--- src/rtl/prism_sit_pkg.sv ---
`default_nettype none
// ============================================================================
// Module   : prism_sit_pkg
// Purpose  : Shared constants for the multi-channel latch-based PRISM SIT.
// Revision : 1.0
// ============================================================================
package prism_sit_pkg;

    localparam logic [5:0] STAGE_BASE = 6'h00;
    localparam logic [5:0] CMD        = 6'h10;
    localparam logic [5:0] STATUS     = 6'h14;
    localparam logic [5:0] RDSEL      = 6'h18;
    localparam logic [5:0] RB_BASE    = 6'h20;

    localparam int FLD_ROW_LSB  = 0;
    localparam int FLD_ROW_W    = 6;
    localparam int FLD_CHAN_LSB = 8;
    localparam int FLD_CHAN_W   = 3;
    localparam int FLD_GO       = 31;

    localparam int STATUS_BUSY  = 0;
    localparam int STATUS_ERR   = 1;
    localparam int STATUS_PERR  = 2;

    // Widest row image visible through the four 32-bit debug windows.
    localparam int DBG_BITS     = 128;

    localparam logic [1:0] ST_IDLE  = 2'd0;
    localparam logic [1:0] ST_SETUP = 2'd1;
    localparam logic [1:0] ST_GATE  = 2'd2;
    localparam logic [1:0] ST_HOLD  = 2'd3;

    function automatic int words_for(input int width);
        return (width + 31) / 32;
    endfunction

endpackage
`default_nettype wire

--- src/rtl/prism_sit_latch_bank.sv ---
`default_nettype none
// ============================================================================
// Module   : prism_sit_latch_bank
// Purpose  : One channel's DEPTH x (WIDTH+PAR_W) latch array with async clear,
//            per-row gates, a state-machine read port and a debug read port.
// Revision : 1.0
// ============================================================================
module prism_sit_latch_bank #(
    parameter int WIDTH  = 80,
    parameter int DEPTH  = 4,
    parameter int A_BITS = 2,
    parameter int PAR_W  = 0
) (
    input  logic                     rst_n,
    input  logic [DEPTH-1:0]         gate,
    input  logic [WIDTH+PAR_W-1:0]   wdata,
    input  logic [A_BITS-1:0]        raddr,
    output logic [WIDTH-1:0]         rd_data,
    output logic                     rd_perr,
    input  logic [5:0]               dbg_row,
    output logic [WIDTH-1:0]         dbg_data
);

    localparam int SW = WIDTH + PAR_W;

    logic [SW-1:0] w_mem [DEPTH];
    logic [SW-1:0] w_rd;

    for (genvar r = 0; r < DEPTH; r++) begin : g_row
        logic [SW-1:0] r_mem;
        always_latch begin
            if (!rst_n) begin
                r_mem <= '0;
            end else if (gate[r]) begin
                r_mem <= wdata;
            end
        end
        assign w_mem[r] = r_mem;
    end

    always_comb begin
        w_rd = '0;
        if (32'(raddr) < DEPTH) begin
            w_rd = w_mem[raddr];
        end
    end

    always_comb begin
        dbg_data = '0;
        if (32'(dbg_row) < DEPTH) begin
            dbg_data = w_mem[dbg_row[A_BITS-1:0]][WIDTH-1:0];
        end
    end

    assign rd_data = w_rd[WIDTH-1:0];

    // Even parity: a healthy row (data plus parity bit) always XORs to zero.
    if (PAR_W > 0) begin : g_par
        assign rd_perr = ^w_rd;
    end else begin : g_nopar
        assign rd_perr = 1'b0;
    end

endmodule
`default_nettype wire

--- src/rtl/prism_latch_sit_mc.sv ---
`default_nettype none
// ============================================================================
// Module   : prism_latch_sit_mc
// Purpose  : NCH-channel latch SIT with random-access debug programming and a
//            flop-gated commit sequencer. Macro PRISM_SIT_PARITY_EN adds parity.
// Revision : 1.0
// ============================================================================
module prism_latch_sit_mc
    import prism_sit_pkg::*;
#(
    parameter int WIDTH  = 80,
    parameter int DEPTH  = 4,
    parameter int NCH    = 2,
    parameter int A_BITS = (DEPTH > 1) ? $clog2(DEPTH) : 1
) (
    input  logic                    clk,
    input  logic                    rst_n,
    input  logic [5:0]              debug_addr,
    input  logic                    debug_wr,
    input  logic [31:0]             debug_wdata,
    output logic [31:0]             debug_rdata,
    input  logic [NCH*A_BITS-1:0]   raddr,
    output logic [NCH*WIDTH-1:0]    rdata,
    output logic                    busy,
    output logic [NCH-1:0]          rdata_perr
);

    localparam int WORDS = words_for(WIDTH);
`ifdef PRISM_SIT_PARITY_EN
    localparam int PAR_W = 1;
`else
    localparam int PAR_W = 0;
`endif
    localparam int SW = WIDTH + PAR_W;

    logic [1:0]              r_state;
    logic [1:0]              w_state_nxt;
    logic                    r_err;
    logic [WIDTH-1:0]        r_stage;
    logic [5:0]              r_rd_row;
    logic [2:0]              r_rd_chan;
    logic [5:0]              r_cmd_row;
    logic [2:0]              r_cmd_chan;
    logic [SW-1:0]           r_wbus;
    logic [SW-1:0]           w_wbus;
    logic [NCH*DEPTH-1:0]    r_gate;
    logic [NCH*DEPTH-1:0]    w_gate_nxt;

    logic                    w_aligned;
    logic [1:0]              w_idx;
    logic                    w_sel_stage;
    logic                    w_sel_rb;
    logic                    w_wr_stage;
    logic                    w_wr_cmd;
    logic                    w_wr_status;
    logic                    w_wr_rdsel;
    logic                    w_go;
    logic [5:0]              w_cmd_row;
    logic [2:0]              w_cmd_chan;
    logic                    w_cmd_ok;
    logic                    w_accept;
    logic                    w_err_set;
    logic                    w_err_clr;
    logic [2:0]              w_status;
    logic [WIDTH-1:0]        w_dbg_ch [NCH];
    logic [WIDTH-1:0]        w_rb;
    logic [DBG_BITS-1:0]     w_rb_pad;
    logic [DBG_BITS-1:0]     w_stage_pad;

    // ---------------- debug bus decode ----------------
    assign w_aligned   = (debug_addr[1:0] == 2'b00);
    assign w_idx       = debug_addr[3:2];
    assign w_sel_stage = w_aligned && (debug_addr[5:4] == STAGE_BASE[5:4]) && (32'(w_idx) < WORDS);
    assign w_sel_rb    = w_aligned && (debug_addr[5:4] == RB_BASE[5:4]);
    assign w_wr_stage  = debug_wr && w_sel_stage;
    assign w_wr_cmd    = debug_wr && (debug_addr == CMD);
    assign w_wr_status = debug_wr && (debug_addr == STATUS);
    assign w_wr_rdsel  = debug_wr && (debug_addr == RDSEL);

    assign w_go        = w_wr_cmd && debug_wdata[FLD_GO];
    assign w_cmd_row   = debug_wdata[FLD_ROW_LSB +: FLD_ROW_W];
    assign w_cmd_chan  = debug_wdata[FLD_CHAN_LSB +: FLD_CHAN_W];
    assign w_cmd_ok    = (32'(w_cmd_row) < DEPTH) && (32'(w_cmd_chan) < NCH);
    assign w_accept    = w_go && !busy && w_cmd_ok;
    assign w_err_set   = (w_go && (busy || !w_cmd_ok)) || (w_wr_stage && busy);
    assign w_err_clr   = w_wr_status && debug_wdata[STATUS_ERR];

`ifdef PRISM_SIT_PARITY_EN
    assign w_wbus = {^r_stage, r_stage};
`else
    assign w_wbus = r_stage;
`endif

    // ---------------- commit FSM ----------------
    always_ff @(posedge clk or negedge rst_n) begin
        if (!rst_n) begin
            r_state <= ST_IDLE;
        end else begin
            r_state <= w_state_nxt;
        end
    end

    always_comb begin
        w_state_nxt = r_state;
        case (r_state)
            ST_IDLE:  if (w_accept) w_state_nxt = ST_SETUP;
            ST_SETUP: w_state_nxt = ST_GATE;
            ST_GATE:  w_state_nxt = ST_HOLD;
            ST_HOLD:  w_state_nxt = ST_IDLE;
            default:  w_state_nxt = ST_IDLE;
        endcase
    end

    always_comb begin
        busy = (r_state != ST_IDLE);
    end

    // Gates are decoded one cycle early so each latch enable comes straight off a flop.
    always_comb begin
        w_gate_nxt = '0;
        for (int c = 0; c < NCH; c++) begin
            for (int r = 0; r < DEPTH; r++) begin
                if ((w_state_nxt == ST_GATE) && (32'(r_cmd_chan) == c) && (32'(r_cmd_row) == r)) begin
                    w_gate_nxt[c*DEPTH + r] = 1'b1;
                end
            end
        end
    end

    // ---------------- control registers ----------------
    always_ff @(posedge clk or negedge rst_n) begin
        if (!rst_n) begin
            r_err      <= 1'b0;
            r_stage    <= '0;
            r_rd_row   <= '0;
            r_rd_chan  <= '0;
            r_cmd_row  <= '0;
            r_cmd_chan <= '0;
            r_wbus     <= '0;
            r_gate     <= '0;
        end else begin
            if (w_err_set) begin
                r_err <= 1'b1;
            end else if (w_err_clr) begin
                r_err <= 1'b0;
            end
            if (w_wr_stage && !busy) begin
                for (int i = 0; i < WIDTH; i++) begin
                    if ((i / 32) == int'(w_idx)) begin
                        r_stage[i] <= debug_wdata[i % 32];
                    end
                end
            end
            if (w_wr_rdsel) begin
                r_rd_row  <= w_cmd_row;
                r_rd_chan <= w_cmd_chan;
            end
            if (w_accept) begin
                r_cmd_row  <= w_cmd_row;
                r_cmd_chan <= w_cmd_chan;
                r_wbus     <= w_wbus;
            end
            r_gate <= w_gate_nxt;
        end
    end

    // ---------------- latch banks ----------------
    for (genvar c = 0; c < NCH; c++) begin : g_ch
        prism_sit_latch_bank #(
            .WIDTH  (WIDTH),
            .DEPTH  (DEPTH),
            .A_BITS (A_BITS),
            .PAR_W  (PAR_W)
        ) u_bank (
            .rst_n    (rst_n),
            .gate     (r_gate[c*DEPTH +: DEPTH]),
            .wdata    (r_wbus),
            .raddr    (raddr[c*A_BITS +: A_BITS]),
            .rd_data  (rdata[c*WIDTH +: WIDTH]),
            .rd_perr  (rdata_perr[c]),
            .dbg_row  (r_rd_row),
            .dbg_data (w_dbg_ch[c])
        );
    end

    // ---------------- debug read mux ----------------
    always_comb begin
        w_rb = '0;
        for (int c = 0; c < NCH; c++) begin
            if (32'(r_rd_chan) == c) begin
                w_rb = w_dbg_ch[c];
            end
        end
    end

    assign w_rb_pad    = DBG_BITS'(w_rb);
    assign w_stage_pad = DBG_BITS'(r_stage);

    always_comb begin
        w_status                = '0;
        w_status[STATUS_BUSY]   = busy;
        w_status[STATUS_ERR]    = r_err;
        w_status[STATUS_PERR]   = |rdata_perr;
    end

    always_comb begin
        debug_rdata = '0;
        if (w_sel_stage) begin
            debug_rdata = w_stage_pad[{w_idx, 5'd0} +: 32];
        end else if (w_sel_rb) begin
            debug_rdata = w_rb_pad[{w_idx, 5'd0} +: 32];
        end else if (debug_addr == STATUS) begin
            debug_rdata = 32'(w_status);
        end else if (debug_addr == RDSEL) begin
            debug_rdata[FLD_ROW_LSB +: FLD_ROW_W]   = r_rd_row;
            debug_rdata[FLD_CHAN_LSB +: FLD_CHAN_W] = r_rd_chan;
        end
    end

endmodule
`default_nettype wire

--- config.mk ---
export PLATFORM = sky130hd
export DESIGN_NAME = prism_latch_sit_mc
export DESIGN_NICKNAME = d
export VERILOG_FILES = /design/src/rtl/prism_sit_pkg.sv /design/src/rtl/prism_sit_latch_bank.sv /design/src/rtl/prism_latch_sit_mc.sv
export SDC_FILE = /design/constraint.sdc
export NUM_CORES = 1
export LEC_CHECK = 0
export CAP_MARGIN = 5
export CORE_MARGIN = 8
export CORE_UTILIZATION = 40
export CTS_BUF_LIST = sky130_fd_sc_hd__clkbuf_8 sky130_fd_sc_hd__clkbuf_16
export DETAILED_ROUTE_END_ITERATION = 12
export PLACE_DENSITY = 0.57
export SYNTH_ARGS = -nofsm -noshare
export SYNTH_HDL_FRONTEND = slang
export SYNTH_SLANG_ARGS = --single-unit
--- constraint.sdc ---
create_clock -name clk -period 7.9 [get_ports clk]
set_input_delay 1.975 -clock clk [delete_from_list [all_inputs] [get_ports clk]]
set_output_delay 1.975 -clock clk [all_outputs]
set_load 0.005 [all_outputs]
==> impl_summary.log <==
[metrics] buffer count from post-CTS setup fixing: 0
[metrics] largest vdd supply drop: 0.0001396 V
[metrics] pin count of the biggest net entering global routing: around 180
[metrics] clock slew seen by the registers of the worst setup and hold paths: 0.07 ns
[metrics] adder and majority gate portion of the synthesized area: 0.1388%
[metrics] peak fanout along the critical path: 14
[metrics] class of the worst hold path: flop to flop
[metrics] port buffer count: 237
[metrics] final-layout setup total negative slack: 0 ns
[metrics] cells traversed along the worst timing path: buf_2 > nor3_1 > nand2_1 > buf_4 > o22a_1 > o22ai_1 > clkdlybuf4s50_1
[metrics] post-layout instance count excluding filler cells: between 2000 and 3000
[metrics] post-detailed-placement half-perimeter wirelength: 55230 um
[metrics] die width: 276.0 um
[metrics] Syn Area/Cell: ~15 um^2
[metrics] flops & latches, synth: between 800 and 900
[metrics] CTS tree: built
[metrics] RSZ-0062 raised after global routing: false
[metrics] area growth from synthesis to layout: 14.34%
[metrics] total DRC errors in the routed layout: 0
[metrics] crit path buf inv count: 3
[metrics] total track usage: between 20 and 25%
[metrics] proportion of power drawn by the clock network: slightly above 30%
[metrics] data required time at the worst endpoint: 5.93 ns
[metrics] WS Path Type: input pin to primary output
[metrics] Internal Dissipation: 0.001907 W
[metrics] number of unconstrained endpoints: 640
[metrics] Yosys cell types: just under 60
[metrics] I/O pin total: 240
[metrics] fraction of registers with async set/reset: between 20 and 25%
[metrics] complex-gate fraction of the synthesized area: about 3.7%
[metrics] mean routed wirelength per cell: 28.42 um
[metrics] Post-synth EDFFs: 0
[metrics] DRC violation total after the first TritonRoute iteration: around 1200
[metrics] mux contribution to synthesized area: 36.54%
[metrics] Crit path arrival time: 4.78 ns
[metrics] Worst Hold Depth: 1
[metrics] wire length of the first global-routing pass: about 120000 um
[metrics] Clock H-tree levels: 4
[metrics] switching share of power: between 30% and 40%
[metrics] Final Routed Wirelength: 82860 um
[metrics] root buffer selected by CTS: clkbuf_16
[metrics] post-cts resize count: 0
[metrics] main combinational cell family by area after synthesis: multiplexers
[metrics] simple logic cell fraction of the synthesized area: under 10%
[metrics] worst slew margin relative to its limit: between 20% and 30%
[metrics] Clock Path Buffers: 2
[metrics] endpoint of the most critical register-to-register path: r_wbus[52]
[metrics] share of cells above drive strength 1: about a quarter
[metrics] number of synthesis warnings: 0
[metrics] proportion of power drawn by flip-flops and latches: a little under half
[metrics] Detail Route Antenna Nets: 0
[metrics] total gr overflow: 0
[metrics] commonest cells after routing, fill and taps aside: 640 x dlxtp_1, 320 x mux4_2, 230 x clkdlybuf4s50_1
[metrics] final core utilization: between 40% and 50%
[metrics] longest individual stage delay on the worst path: approximately 0.65 ns
[metrics] routed via count divided by cell count: slightly below 6
[metrics] reg-to-reg setup timing slack: ~5.0 ns
[metrics] worst reg-to-reg path cell count: 6
[metrics] hold path start: r_wbus[51]
[metrics] Min-Delay Endpoint: r_wbus[51]
[metrics] cell class contributing the biggest share of worst-path delay: buffers and inverters
[metrics] net switching power: between 0.0009 and 0.001 W
[metrics] Worst setup EP type: primary output
[metrics] die span in y: 276.0 um
[metrics] combinational fraction of design power: 23.8%
[metrics] peak clock frequency supported by timing: between 100 and 150 MHz
[metrics] final max-slew violation count: 0
[metrics] R2R Path Start: r_state[0]
[metrics] number of global-route vias before repair: 18240
[metrics] Worst Slack Setup Final: 1.144 ns
[metrics] number of standard cells after synthesis: between 1500 and 2000
[metrics] antenna violations before repair: 1
[metrics] Mapped Area: 27040 um^2
[metrics] kind of launch point of the worst setup path: input pin
[metrics] total number of vias: ~17000
[metrics] hold buffer count at CTS: 0
[metrics] clk_lat worst skew: roughly 0.46 ns
[metrics] standard-cell rows: 95
[metrics] clock buffer count from CTS: 17
[metrics] P_leak: roughly 13 nW
[metrics] number of nets in the final layout: about 2100
[metrics] critical-path cell with the highest stage delay: nor3_1
[metrics] Max Cap Violations: 0
[metrics] most frequent standard cell in the layout excluding fill and tap cells: dlxtp_1
[metrics] Tightest Pin Transition: between 1 and 1.5 ns
[metrics] outcome: finished clean
[metrics] Final Wtd Congestion: between 0.8 and 0.9
[metrics] Detailed Routing Iterations Pass 1: 5
[metrics] number of setup violations in the final report: 0
[metrics] Final min period: 6.756 ns
[metrics] Setup WS pre-CTS: between 1 and 1.5 ns
[metrics] post-layout total power: roughly 0.0029 W
[metrics] number of cells after detailed placement: approximately 2900
[metrics] Final Cycle Share: between 80 and 90%
[metrics] DIE AREA: around 76000 um^2
[metrics] starting utilization of the core area: about 40%
[metrics] final setup skew: ~0.012 ns
[metrics] power per cell area: around 90 nW/um^2
[metrics] Synth Area in XOR/XNOR: 0%
[metrics] count of unclocked register or latch pins: 640
[metrics] flip-flop cell with the highest count after synthesis: dlxtp_1
[metrics] area inside the core boundary: 67040 um^2
[metrics] final hold viol count: 0
-- through the flow --
| step | instance area (um^2) | hold slack [ns] |
|---|---|---|
| floorplan | 27040 | 0.4474 |
| global placement | 30330 | 0.4663 |
| detailed placement | 30330 | 0.4729 |
| CTS | 30910 | 0.4899 |
| global route | 30910 | 0.4949 |
| finish | 30910 | 0.4839 |
-- registers in the layout, indices dropped and copies added (netlist names) --
| register | flops |
|---|---|
| g_ch.u_bank.g_row.r_mem | 640 |
| r_cmd_chan | 3 |
| r_cmd_row | 6 |
| r_err | 1 |
| r_gate | 8 |
| r_rd_chan | 3 |
| r_rd_row | 6 |
| r_stage | 80 |
| r_state | 2 |
| r_wbus | 80 |
-- power groups by stage --
| stage | logic [W] | clock network, W | registers [W] |
|---|---|---|---|
| final | 0.000680 | 0.000880 | 0.00129 |
| after global routing | 0.000725 | 0.000941 | 0.00130 |
| after CTS | 0.000693 | 0.000901 | 0.00129 |
| after detailed placement | 0.000690 | 0 | 0.00131 |
| after global placement | 0.000686 | 0 | 0.00131 |
| after floorplan | 0.000442 | 0 | 0.00126 |
-- how the worst max path moves through the flow --
stage,startpoint,end,slack [ns],cells past startpoint
detailed placement,debug_addr[3],debug_rdata[26],1.16,7
global placement,debug_addr[3],debug_rdata[26],1.13,7
global route,debug_addr[3],debug_rdata[26],1.13,7
floorplan,raddr[2],rdata[100],2.63,3
CTS,debug_addr[3],debug_rdata[26],1.15,7
finish,debug_addr[3],debug_rdata[26],1.14,7
-- layout make-up --
type	instances	area, um^2
Antenna cell	2	5.005
Clock buffer	18	439.2
Clock inverter	14	137.6
Fill cell	5956	36130
Inverter	6	22.52
Multi-Input combinational cell	897	12130
Sequential cell	829	14350
Tap cell	873	1092
Timing Repair Buffer	277	2740
-- logic make-up after synthesis --
| family | count (synthesis) |
|---|---|
| latches | 640 |
| adder cells (fa/ha/maj) | 3 |
| other | 1 |
| buffers and inverters | 139 |
| flip-flops | 189 |
| AND/OR/NAND/NOR | 188 |
| multiplexers | 564 |
| AO/OA/AOI/OAI | 140 |
-- per-layer routing --
layer,GRT usage (%),wire (um),part of all wire [%]
met2,36.69,41360,50
met1,30.65,35840,43
met5,0,0,0
met4,5.101,1483,1.8
met3,2.676,4182,5.0
-- Yosys cell counts (all sizes together) (8+ instances only) --
cell type,count,share of area (%)
o22ai,29,0.67
nand2b,10,0.23
mux4,320,27
mux2i,69,2.6
nand2,38,0.56
dlxtp,640,36
dfrtp,189,17
o2bb2ai,9,0.29
buf,68,1.4
a22oi,17,0.47
mux2,175,7.3
o21ai,13,0.24
a21oi,20,0.37
and2,89,2.1
o22a,16,0.52
a22o,8,0.26
clkbuf,65,0.90
nor2,12,0.17
No activity file was read; power rests on OpenSTA's default activity.
